$ cat src/rtl/serial_alu_seq.sv
// Bit-serial ALU sequencer: streams latched operands LSB first through an external 1-bit slice.
// Define SERIAL_ALU_OVF_EN to add the MSB carry-in register and the signed overflow flag.
//
// state | meaning
// IDLE  | waiting for start
// RUN   | one slice step per clock, cnt = bit being processed
// DONE  | one-cycle completion, result/flags valid; start here chains straight into RUN
module serial_alu_seq #(
  parameter int WIDTH = 32
) (
  input  logic             clk,
  input  logic             rst_n,
  input  logic [WIDTH-1:0] opa,
  input  logic [WIDTH-1:0] opb,
  input  logic [2:0]       sel,
  input  logic             cin,
  input  logic             start,
  output logic             busy,
  output logic             done,
  output logic [WIDTH-1:0] result,
  output logic             cout_final,
  output logic             overflow,
  output logic             sl_a,
  output logic             sl_b,
  output logic             sl_cin,
  output logic             sl_s0,
  output logic             sl_s1,
  output logic             sl_s2,
  output logic             sl_gin,
  input  logic             sl_out,
  input  logic             sl_cout
);

  localparam int CW = (WIDTH > 1) ? $clog2(WIDTH) : 1;

  typedef enum logic [1:0] {IDLE, RUN, DONE} state_t;

  state_t           state, state_nxt;
  logic [CW-1:0]    cnt;
  logic [WIDTH-1:0] opa_q, opb_q;
  logic [2:0]       sel_q;
  logic             cin_q;
  logic             carry_q;
  logic             accept;
  logic             last;

  assign accept = start && (state != RUN);
  assign last   = (state == RUN) && (cnt == CW'(WIDTH-1));

  always_ff @(posedge clk or negedge rst_n) begin
    if (!rst_n) state <= IDLE;
    else        state <= state_nxt;
  end

  always_comb begin
    state_nxt = state;
    case (state)
      IDLE:    if (start) state_nxt = RUN;
      RUN:     if (last)  state_nxt = DONE;
      DONE:    state_nxt = start ? RUN : IDLE;
      default: state_nxt = IDLE;
    endcase
  end

  always_comb begin
    busy   = 1'b0;
    done   = 1'b0;
    sl_a   = 1'b0;
    sl_b   = 1'b0;
    sl_cin = 1'b0;
    sl_s0  = 1'b0;
    sl_s1  = 1'b0;
    sl_s2  = 1'b0;
    sl_gin = 1'b0;
    case (state)
      RUN: begin
        busy   = 1'b1;
        sl_a   = opa_q[cnt];
        sl_b   = opb_q[cnt];
        sl_cin = (cnt == '0) ? cin_q : carry_q;
        sl_s0  = sel_q[0];
        sl_s1  = sel_q[1];
        sl_s2  = sel_q[2];
      end
      DONE:    done = 1'b1;
      default: ;
    endcase
  end

  // cnt holds at WIDTH-1 on the final step rather than wrapping
  always_ff @(posedge clk or negedge rst_n) begin
    if (!rst_n) begin
      cnt        <= '0;
      opa_q      <= '0;
      opb_q      <= '0;
      sel_q      <= '0;
      cin_q      <= 1'b0;
      carry_q    <= 1'b0;
      result     <= '0;
      cout_final <= 1'b0;
    end else if (accept) begin
      cnt     <= '0;
      opa_q   <= opa;
      opb_q   <= opb;
      sel_q   <= sel;
      cin_q   <= cin;
      carry_q <= 1'b0;
      result  <= '0;
    end else if (state == RUN) begin
      result[cnt] <= sl_out;
      carry_q     <= sl_cout;
      if (last) cout_final <= sl_cout;
      else      cnt        <= cnt + CW'(1);
    end
  end

`ifdef SERIAL_ALU_OVF_EN
  logic msb_carry_q;

  always_ff @(posedge clk or negedge rst_n) begin
    if (!rst_n)    msb_carry_q <= 1'b0;
    else if (last) msb_carry_q <= sl_cin;
  end

  assign overflow = msb_carry_q ^ cout_final;
`else
  assign overflow = 1'b0;
`endif

endmodule

$ cat config.mk
export PLATFORM = sky130hd
export DESIGN_NAME = serial_alu_seq
export DESIGN_NICKNAME = d
export VERILOG_FILES = /design/src/rtl/serial_alu_seq.sv
export SDC_FILE = /design/constraint.sdc
export NUM_CORES = 1
export LEC_CHECK = 0
export BUFFER_PORTS_ARGS = -buffer_cell sky130_fd_sc_hd__buf_2
export CELL_PAD_IN_SITES_DETAIL_PLACEMENT = 1
export CELL_PAD_IN_SITES_GLOBAL_PLACEMENT = 2
export CORE_ASPECT_RATIO = 2
export CORE_UTILIZATION = 32
export CTS_CLUSTER_SIZE = 12
export DETAILED_ROUTE_END_ITERATION = 7
export GPL_ROUTABILITY_DRIVEN = 0
export PLACE_DENSITY_LB_ADDON = 0.08
export SLEW_MARGIN = 20
export SYNTH_ARGS = -nofsm -noshare
export SYNTH_HDL_FRONTEND = slang
export SYNTH_SLANG_ARGS = --single-unit
$ cat constraint.sdc
create_clock -name clk -period 2.15 [get_ports clk]
set_input_delay 0.3225 -clock clk [delete_from_list [all_inputs] [get_ports clk]]
set_output_delay 0.3225 -clock clk [all_outputs]
set_load 0.02 [all_outputs]
==> results.cfg <==
[run_status]
outcome = finished, violations left
violations = setup timing

[setup_path]
reg2reg_slack_ns = 0.20
cp_max_fo = 6
crit_type = flop to output pin
r2r_start = cnt[1]
ff2ff_path_depth = 8
setup.worst_path.end_class = output pin
reg2reg_to = cnt[2]
required_ns = 1.83
cp-start-kind = flop
cp.arrival_ns = 2.16

[sta]
setup_violations = 3
final_max_slew_viol_count = 0
hold_viol_final = 0
period_needed_ns = 2.482
rsz0062_at_grt = yes
tightest_slew_ns = 0.5701
hold_ws_ns = 0.1653
fmax_mhz = 402.9
clock_skew_ns = 0.01041
relSlewSlack = 0.6199
fin_ws_ns = -0.3318
period_share = 1.154

[clock_network]
clk_pin_slew_ns = 0.07
tritoncts = done
cts.path.max_buffers = 2
clk_latency_ns = 0.35
htreeDepth = 3
clkSinkCount = 109
cts_root_buf = clkbuf_16
cts_buffers = 9

[die]
core_um2 = 15860
num_io_pins = 116
fp.dieW_um = 92.38
start_util = 0.3296
die-area_um2 = 16880
die_y_um = 182.8
num_rows = 65

[final_layout]
diodes = 0
regArea_um2 = 2730
final_common_cell = nand2_1
num-fill-cells = 1927
stdcell_count = 917
multiInputGateArea_um2 = 2327
fin_nets = 789
drive_gt1_frac = 0.2723
area_growth_pct = 25.71
final_cell_area_um2 = 6571
final_cell_mix = nand2_1 (251), buf_2 (111), dfrtp_1 (107), nand3_1 (37), o211ai_1 (32)

[drt]
ant_nets = 0
avgRoutedWirePerCell_um = 17.35
drt_wl_total_um = 15910
via_count = 4521
drt_first_pass_iters = 4
vias_per_cell = 4.930
drt_iter0_drc = 116
drcViolationCount = 0

[power_and_ir_drop]
ir_drop_mv = 0.4659
power_leakage_nw = 3.474
p_total_w = 0.009905
powerDensity_nw_per_um2 = 1507

[job]
drv_cap = 0

[synthesis]
synth_ff_type = dfrtp_1
syn-instance-count = 587
yosysWarnings = 0
async_flop_share = 1.000
ys_seq_elements = 109
synth_edf_count = 0
synth_seq_area_share = 0.5218
syn_area_um2 = 5228
avgSynthCellArea_um2 = 8.905
ys_types = 46

[worst_hold_path]
hold_class = primary input to flop
whs_path_depth = 3
hold_end = opa_q[8]
min-delay-start = opa[8]

[placement]
placedCellCount = 894
post-dp-hpwl_um = 12090
io_buffers = 113
placed_area_um2 = 6138

[global_routing]
grt_pass1_vias = 5060
antenna_found_initial = 0
grt_max_degree = 101
overflow = 0
grt_pass1_wl_um = 26310
gr-usage-all-layers = 0.2010
==> metal layers <==
layer  GRT usage  part of all wire  vias to the layer above
li1            -                 -                     2189
met1      0.2252              0.38                     2188
met2      0.3683              0.55                      113
met3     0.02488             0.029                       31
met4     0.09813             0.040                        0
met5           0                 0                        -
==> stage by stage <==
stage / setup WS, ns / TNS, ns / util
floorplan: 0.1667 / 0 / -
global placement: -0.05313 / -0.1043 / 0.3871
detailed placement: -0.1222 / -0.1986 / 0.3871
CTS: -0.3673 / -0.8098 / 0.4110
global route: -0.4436 / -1.000 / 0.4144
finish: -0.3318 / -0.7229 / 0.4144
==> layout make-up <==
class,instances,share of cell area
flip-flops and latches,109,0.4155
multi-input cells,434,0.3542
repair buffers,152,0.1441
clock buffers,11,0.03846
well taps,201,0.03827
clock inverters,5,0.006093
inverters,5,0.003427
==> synth_stat cells, drive strengths merged (2+ instances only) <==
master | instances | area (µm²)
mux2i | 19 | 190.2
nor3b | 2 | 15.01
nor2 | 12 | 47.55
a32o | 2 | 20.02
nand3 | 37 | 185.2
nand2b | 6 | 37.54
clkbuf | 17 | 63.81
buf | 23 | 146.4
ha | 5 | 62.56
nor2b | 2 | 12.51
and3 | 2 | 12.51
o21ai | 6 | 30.02
nor4b | 2 | 17.52
a22o | 2 | 17.52
and2 | 8 | 50.05
o22ai | 6 | 37.54
or2 | 3 | 18.77
a21oi | 4 | 20.02
nor3 | 6 | 30.03
mux2 | 6 | 67.56
nand2 | 254 | 953.4
a31oi | 2 | 12.51
inv | 5 | 18.76
o211ai | 32 | 240.2
dfrtp | 109 | 2728
mux4 | 4 | 97.59
==> worst max-delay path, stage by stage (launching register included) <==
cell and delay [ns]:
dfrtp_2 0.47, mux4_2 0.51, nor3b_1 0.15, o31ai_1 0.17
and4_1 0.22, a41oi_2 0.12, buf_2 0.19
==> registers in the layout (all words and copies together) (netlist names) <==
register	count
state	2
cin_q	1
cout_final	1
cnt	5
opb_q	32
result	32
carry_q	1
sel_q	3
opa_q	32
==> worst max-delay path by stage <==
stage / startpoint / end / slack, ns / cells after the start
6_report: cnt[1] / sl_a / -0.33 / 6
4_1_cts: cnt[1] / sl_a / -0.37 / 6
5_1_grt: cnt[1] / sl_a / -0.44 / 6
3_3_place_gp: cnt[1] / sl_a / -0.05 / 6
2_1_floorplan: cnt[0] / sl_b / 0.17 / 5
3_5_place_dp: cnt[1] / sl_b / -0.12 / 7
==> repair_timing <==
| item | in CTS | in global routing |
|---|---|---|
| endpoints found under the hold margin | 31 | 0 |
| gates resized for setup | 12 | 9 |
| buffers inserted | 4 | 3 |
| setup endpoints to repair | 3 | 4 |
| pin swaps | 0 | 1 |
| hold buffers | 1 | 0 |
==> power by group <==
group | leakage (nW) | switching (W) | total [W] | internal (W)
clock network | 0.147 | 0.000781 | 0.00164 | 0.000864
logic | 1.94 | 0.00273 | 0.00463 | 0.00190
registers | 1.39 | 0.000618 | 0.00363 | 0.00301
==> kinds of logic after synthesis <==
kind of cell    after synthesis  synth area share
other cells                   1         0.0007174
simple gates                339            0.2712
xor+xnor                      1          0.001676
mux                          29           0.06797
buf+inv                      45           0.04380
compound gates               58           0.08090
fa+ha+maj                     5           0.01197
flops                       109            0.5218
No activity file was read; power rests on OpenSTA's default activity.
